$ cat src/rtl/program_memory_arbiter_if.sv
// Request/grant/response bus between fetch, debug and the program memory arbiter.
interface program_memory_arbiter_if #(parameter int DATA_WIDTH = 32);
  logic                  fetch_req_i, fetch_gnt_o, fetch_rvalid_o, fetch_err_o;
  logic [DATA_WIDTH-1:0] fetch_addr_i, fetch_rdata_o;
  logic                  dbg_req_i, dbg_lock_i, dbg_gnt_o, dbg_rvalid_o, dbg_err_o;
  logic [DATA_WIDTH-1:0] dbg_addr_i, dbg_rdata_o;
  logic [DATA_WIDTH-1:0] mem_addr_o, mem_instr_i;

  modport slave (
    input  fetch_req_i, fetch_addr_i, dbg_req_i, dbg_addr_i, dbg_lock_i, mem_instr_i,
    output fetch_gnt_o, fetch_rvalid_o, fetch_rdata_o, fetch_err_o,
           dbg_gnt_o, dbg_rvalid_o, dbg_rdata_o, dbg_err_o, mem_addr_o
  );
  modport master (
    output fetch_req_i, fetch_addr_i, dbg_req_i, dbg_addr_i, dbg_lock_i, mem_instr_i,
    input  fetch_gnt_o, fetch_rvalid_o, fetch_rdata_o, fetch_err_o,
           dbg_gnt_o, dbg_rvalid_o, dbg_rdata_o, dbg_err_o, mem_addr_o
  );
endinterface

$ cat src/rtl/program_memory_arbiter.sv
// Fetch/debug arbiter for the single-port program memory: fetch priority,
// starvation counter for debug, registered one-cycle response with fault flag.
module pma_resp #(
  parameter int                  DATA_WIDTH = 32,
  parameter logic [DATA_WIDTH-1:0] NOP_WORD = 32'h0000_0013
) (
  input  logic                  clk,
  input  logic                  reset,
  input  logic                  gnt,
  input  logic                  fault,
  input  logic [DATA_WIDTH-1:0] instr,
  output logic                  rvalid,
  output logic [DATA_WIDTH-1:0] rdata,
  output logic                  err
);
  typedef enum logic {IDLE, RESP} state_t;
  state_t state, state_nx;

  always_ff @(posedge clk) begin
    if (reset) state <= IDLE;
    else       state <= state_nx;
  end

  always_comb begin
    state_nx = state;
    case (state)
      IDLE:    if (gnt) state_nx = RESP;
      RESP:    state_nx = gnt ? RESP : IDLE;
      default: state_nx = IDLE;
    endcase
  end

  always_ff @(posedge clk) begin
    if (reset) begin
      rdata <= NOP_WORD;
      err   <= 1'b0;
    end else if (gnt) begin
      rdata <= fault ? NOP_WORD : instr;
      err   <= fault;
    end
  end

  // Gated by reset so a reset right after a grant kills the pending response.
  assign rvalid = (state == RESP) && !reset;
endmodule

module program_memory_arbiter #(
  parameter int                    MEMORY_DEPTH = 256,
  parameter int                    DATA_WIDTH   = 32,
  parameter logic [DATA_WIDTH-1:0] PROGRAM_BASE = 32'h0040_0000,
  parameter int                    MAX_WAIT     = 4,
  parameter logic [DATA_WIDTH-1:0] NOP_WORD     = 32'h0000_0013
) (
  input logic                      clk,
  input logic                      reset,
  program_memory_arbiter_if.slave  bus
);
  localparam logic [3:0]          MAX_W = 4'(MAX_WAIT);
  localparam logic [DATA_WIDTH:0] UPPER = {1'b0, PROGRAM_BASE} + (DATA_WIDTH+1)'(4 * MEMORY_DEPTH);

  logic [3:0]                 wait_cnt;
  logic                       starved, fault;
  logic [1:0]                 gnt, rvalid, err;
  logic [1:0][DATA_WIDTH-1:0] rdata;

  assign starved = bus.dbg_req_i && (wait_cnt == MAX_W);
  // Port 0 = fetch, port 1 = debug.
  assign gnt[1] = !reset && bus.dbg_req_i && (bus.dbg_lock_i || starved || !bus.fetch_req_i);
  assign gnt[0] = !reset && !bus.dbg_lock_i && bus.fetch_req_i && !starved;

  assign bus.mem_addr_o = gnt[1] ? bus.dbg_addr_i : bus.fetch_addr_i;
  assign fault = (bus.mem_addr_o[1:0] != 2'b00) || (bus.mem_addr_o < PROGRAM_BASE) ||
                 ({1'b0, bus.mem_addr_o} >= UPPER);

  always_ff @(posedge clk) begin
    if (reset || gnt[1] || !bus.dbg_req_i || bus.dbg_lock_i) wait_cnt <= '0;
    else if (gnt[0] && wait_cnt < MAX_W)                     wait_cnt <= wait_cnt + 4'd1;
  end

  for (genvar p = 0; p < 2; p++) begin : g_port
    pma_resp #(.DATA_WIDTH(DATA_WIDTH), .NOP_WORD(NOP_WORD)) u_resp (
      .clk(clk), .reset(reset), .gnt(gnt[p]), .fault(fault), .instr(bus.mem_instr_i),
      .rvalid(rvalid[p]), .rdata(rdata[p]), .err(err[p])
    );
  end

  assign bus.fetch_gnt_o    = gnt[0];
  assign bus.fetch_rvalid_o = rvalid[0];
  assign bus.fetch_rdata_o  = rdata[0];
  assign bus.fetch_err_o    = err[0];
  assign bus.dbg_gnt_o      = gnt[1];
  assign bus.dbg_rvalid_o   = rvalid[1];
  assign bus.dbg_rdata_o    = rdata[1];
  assign bus.dbg_err_o      = err[1];
endmodule

$ cat src/flat_wrapper.sv
// flat-port wrapper written by rule: the top's interface ports become plain ports
module program_memory_arbiter_flat 
#(
  parameter int                    MEMORY_DEPTH = 256,
  parameter int                    DATA_WIDTH   = 32,
  parameter logic [DATA_WIDTH-1:0] PROGRAM_BASE = 32'h0040_0000,
  parameter int                    MAX_WAIT     = 4,
  parameter logic [DATA_WIDTH-1:0] NOP_WORD     = 32'h0000_0013
)
  (clk, reset, bus_fetch_req_i, bus_fetch_addr_i, bus_dbg_req_i, bus_dbg_addr_i, bus_dbg_lock_i, bus_mem_instr_i, bus_fetch_gnt_o, bus_fetch_rvalid_o, bus_fetch_rdata_o, bus_fetch_err_o, bus_dbg_gnt_o, bus_dbg_rvalid_o, bus_dbg_rdata_o, bus_dbg_err_o, bus_mem_addr_o);
  program_memory_arbiter_if #(.DATA_WIDTH(DATA_WIDTH)) bus_i ();
  input logic clk;
  input logic reset;
  input wire logic [$bits(bus_i.fetch_req_i)-1:0] bus_fetch_req_i;
  input wire logic [$bits(bus_i.fetch_addr_i)-1:0] bus_fetch_addr_i;
  input wire logic [$bits(bus_i.dbg_req_i)-1:0] bus_dbg_req_i;
  input wire logic [$bits(bus_i.dbg_addr_i)-1:0] bus_dbg_addr_i;
  input wire logic [$bits(bus_i.dbg_lock_i)-1:0] bus_dbg_lock_i;
  input wire logic [$bits(bus_i.mem_instr_i)-1:0] bus_mem_instr_i;
  output wire logic [$bits(bus_i.fetch_gnt_o)-1:0] bus_fetch_gnt_o;
  output wire logic [$bits(bus_i.fetch_rvalid_o)-1:0] bus_fetch_rvalid_o;
  output wire logic [$bits(bus_i.fetch_rdata_o)-1:0] bus_fetch_rdata_o;
  output wire logic [$bits(bus_i.fetch_err_o)-1:0] bus_fetch_err_o;
  output wire logic [$bits(bus_i.dbg_gnt_o)-1:0] bus_dbg_gnt_o;
  output wire logic [$bits(bus_i.dbg_rvalid_o)-1:0] bus_dbg_rvalid_o;
  output wire logic [$bits(bus_i.dbg_rdata_o)-1:0] bus_dbg_rdata_o;
  output wire logic [$bits(bus_i.dbg_err_o)-1:0] bus_dbg_err_o;
  output wire logic [$bits(bus_i.mem_addr_o)-1:0] bus_mem_addr_o;
  assign bus_i.fetch_req_i = bus_fetch_req_i;
  assign bus_i.fetch_addr_i = bus_fetch_addr_i;
  assign bus_i.dbg_req_i = bus_dbg_req_i;
  assign bus_i.dbg_addr_i = bus_dbg_addr_i;
  assign bus_i.dbg_lock_i = bus_dbg_lock_i;
  assign bus_i.mem_instr_i = bus_mem_instr_i;
  assign bus_fetch_gnt_o = bus_i.fetch_gnt_o;
  assign bus_fetch_rvalid_o = bus_i.fetch_rvalid_o;
  assign bus_fetch_rdata_o = bus_i.fetch_rdata_o;
  assign bus_fetch_err_o = bus_i.fetch_err_o;
  assign bus_dbg_gnt_o = bus_i.dbg_gnt_o;
  assign bus_dbg_rvalid_o = bus_i.dbg_rvalid_o;
  assign bus_dbg_rdata_o = bus_i.dbg_rdata_o;
  assign bus_dbg_err_o = bus_i.dbg_err_o;
  assign bus_mem_addr_o = bus_i.mem_addr_o;
  program_memory_arbiter #(.MEMORY_DEPTH(MEMORY_DEPTH), .DATA_WIDTH(DATA_WIDTH), .PROGRAM_BASE(PROGRAM_BASE), .MAX_WAIT(MAX_WAIT), .NOP_WORD(NOP_WORD)) u_core (.clk(clk), .reset(reset), .bus(bus_i));
endmodule
$ cat config.mk
export PLATFORM = sky130hd
export DESIGN_NAME = program_memory_arbiter_flat
export DESIGN_NICKNAME = d
export VERILOG_FILES = /design/src/rtl/program_memory_arbiter_if.sv /design/src/rtl/program_memory_arbiter.sv /design/src/flat_wrapper.sv
export SDC_FILE = /design/constraint.sdc
export NUM_CORES = 1
export LEC_CHECK = 0
export ABC_AREA = 1
export ABC_CLOCK_PERIOD_IN_PS = 3800
export CAP_MARGIN = 20
export CORE_MARGIN = 1.5
export CORE_UTILIZATION = 41
export DETAILED_ROUTE_END_ITERATION = 8
export PLACE_DENSITY = 0.86
export SKIP_CTS_REPAIR_TIMING = 1
export SLEW_MARGIN = 5
export SYNTH_ARGS = -nofsm -noshare
export SYNTH_HDL_FRONTEND = slang
export SYNTH_HIERARCHICAL = 1
export SYNTH_SLANG_ARGS = --single-unit
$ cat constraint.sdc
create_clock -name clk -period 3.8 [get_ports clk]
set_clock_uncertainty 0.2 [all_clocks]
set_input_delay 1.14 -clock clk [delete_from_list [all_inputs] [get_ports clk]]
set_output_delay 1.14 -clock clk [all_outputs]
set_load 0.005 [all_outputs]
==> out/results.ini <==
[setup_path]
cp_cell_sequence=dlymetal6s2s_1 > nand2_1 > inv_1 > nand2_1 > nand2_4 > nand2_8 > buf_12 > nand2_1 > nand2_2 > clkdlybuf4s50_1
critPathKind=input pin to output port
cp-end-kind=output port
critPathLaunchType=input pin
critPathMaxStageDelay_ps=500
required_ps=2460
cp.arrival_ps=2470
r2r_slack_ps=990
cp_max_fo=7
cp_common_cell=nand2_1
cp_slowest_cell=clkdlybuf4s50_1

[pwr]
clockPowerShare_pct=35.8
vdd_drop_max_mv=0.220
switching_share_pct=26.0
p_switching_w=0.000443
leakage_nw=2.51
seq_power_share_pct=44.7
combinationalPowerShare_pct=19.5
p_int_w=0.00126
p_per_area_mw_per_mm2=282

[synth]
synth_seq_cells=72
synth.distinct_cells=22
yosys_warnings=6
ys_seq_area_share_pct=41.0
synthCells=464
synth_nets=567
avgSynthCellArea_um2=7.59
synth.cell_area_mm2=0.00352

[layout]
final_common_cell=clkdlybuf4s50_1
drive_gt1_share_pct=15.1
final_nets=774
nFillCells=628
final_cell_mix=167 x clkdlybuf4s50_1, 153 x nand2_1, 72 x dfxtp_1, 58 x nand3_1, 48 x a21oi_1
syn_to_final_growth_pct=71.7
n_antenna_cell=0
register_area_mm2=0.00144
multi_input_area_mm2=0.00172
layout.cells.non_filler=781

[clock_tree]
cts.sinks=72
clk_pin_slew_ps=90
cts_max_level=3
cts_inserted_buffers=9
cts_root_buf=clkbuf_8
cts_tree=done
insertion_delay_ps=330
clockBufferDepth=2

[detailed_routing]
ant_nets=0
dr_wl_met3_um=736
wl_mm=12.4
drt_pass1_iterations=4
top_layer=met4
dr_total_vias=4015
wl_met1_mm=4.70
wl_per_cell_um=15.9
routed_via_density=5.14
drtIter0Drc=172
drc=0
wl_met2_mm=6.59

[sta]
finalSetupViolations=1
layout_setup_ws_ps=-8.46
hold_viol=0
worst_pin_slew_ps=698
maxSlewViolCount=0
clock.fmax_mhz=263
fin_crit_sh_pct=100
post-route-min-period_ps=3810
max_slew_margin_pct=53.0
rsz0062_at_grt=yes

[global_route]
antenna_found_initial=0
grt.total_usage_pct=26.5
grt_max_degree=40
grt_first_pass_wirelength_mm=18.7
grt_pass1_vias=4007
grt_remaining_overflow=0

[placement]
io_buffers=202
place_congestion=0.871
place_ws_ps=-502
hpwlAfterDp_mm=9.05
placed_cells=761

[die]
die_h_um=95.7
die_x_um=95.7
rows=33
ioPinCount=203
dieArea_mm2=0.00915
initial_core_util_pct=42.6
core_mm2=0.00826

[min_path]
hold_class=register to register

[run_status]
violations=negative setup slack
status=finished, violations left

[flow_run]
drv_cap=0

==> power by group through the flow <==
stage / registers [W] / clock network, W / logic [W]
2_1_floorplan: 0.000780 / 0 / 0.000111
3_3_place_gp: 0.000779 / 0 / 0.000321
3_5_place_dp: 0.000780 / 0 / 0.000326
4_1_cts: 0.000762 / 0.000628 / 0.000327
5_1_grt: 0.000763 / 0.000658 / 0.000357
6_report: 0.000762 / 0.000610 / 0.000333
==> cells by family (layout without fill, tap and decap cells) <==
kind of cell / count (synthesis) / count (layout) / share of synthesized area (%)
xor gates and xnor gates: 1 / 1 / 0.249
buffers and inverters: 52 / 264 / 11.2
AOI/OAI and AO/OA: 74 / 74 / 12.7
adders and majority gates: 2 / 2 / 0.711
and+or+nand+nor: 263 / 263 / 34.2
DFF: 72 / 72 / 41.0
==> metrics by stage <==
step,total power [W],utilization [%],setup TNS (ps),instance area (µm²),hold WS (ps)
2_1_floorplan,0.000890,-,0,3520,222
3_3_place_gp,0.00110,68.4,-13400,5650,233
5_1_grt,0.00178,73.2,-218,6040,283
6_report,0.00170,73.2,-8.46,6040,269
4_1_cts,0.00172,70.8,-14130,5850,268
3_5_place_dp,0.00111,68.4,-13790,5650,255
==> synthesized netlist by cell type <==
library cell,n,share of area (%)
nand2_1,155,17
dfxtp_1,72,41
nand3_1,58,8.2
a21oi_1,48,6.8
nor2_1,25,2.7
a21oi_2,20,5.0
nand3_2,20,5.7
buf_6,18,5.8
buf_2,15,2.1
inv_1,12,1.3
o21ai_0,6,0.85
buf_12,2,1.1
ha_1,2,0.71
inv_2,2,0.21
inv_6,2,0.50
buf_4,1,0.21
nand2_2,1,0.18
nand2_4,1,0.32
nand3b_1,1,0.21
nor4_1,1,0.18
or2_2,1,0.18
xor2_1,1,0.25
==> final timing paths <==
check,from,to,depth (start not counted)
setup / recovery,bus_dbg_req_i,bus_mem_addr_o[29],10
hold / removal,u_core/g_port[1].u_resp/rdata[12],u_core/g_port[1].u_resp/rdata[12],2
setup reg to reg,u_core/wait_cnt[0],u_core/g_port[1].u_resp/rdata[5],20
hold reg to reg,u_core/g_port[1].u_resp/rdata[12],u_core/g_port[1].u_resp/rdata[12],2
==> sequential cells by signal (all words and copies together), names as in the netlist <==
register,count
u_core/g_port.u_resp/rdata,64
u_core/wait_cnt,4
u_core/g_port.u_resp/err,2
u_core/g_port.u_resp/state,2
==> critical path, delay by kind of cell <==
| family | cells | cell delay [ps] |
|---|---|---|
| simple gates | 6 | 510 |
| buf+inv | 4 | 810 |
==> cell type report <==
class                           instances  share of cell area, %
Tap cell                              105                   2.17
Inverter                               16                   1.24
Sequential cell                        72                   23.9
Multi-Input combinational cell        340                   28.4
Clock buffer                            9                   2.05
Timing Repair Buffer                  232                   40.9
Clock inverter                          7                   1.33
==> per-layer routing <==
metal / vias up / global-route usage (%)
met5: - / 0
met4: 0 / 13.0
met3: 29 / 4.86
met2: 184 / 48.9
met1: 1874 / 28.5
li1: 1928 / -
Power figures use the tool's default switching activity.
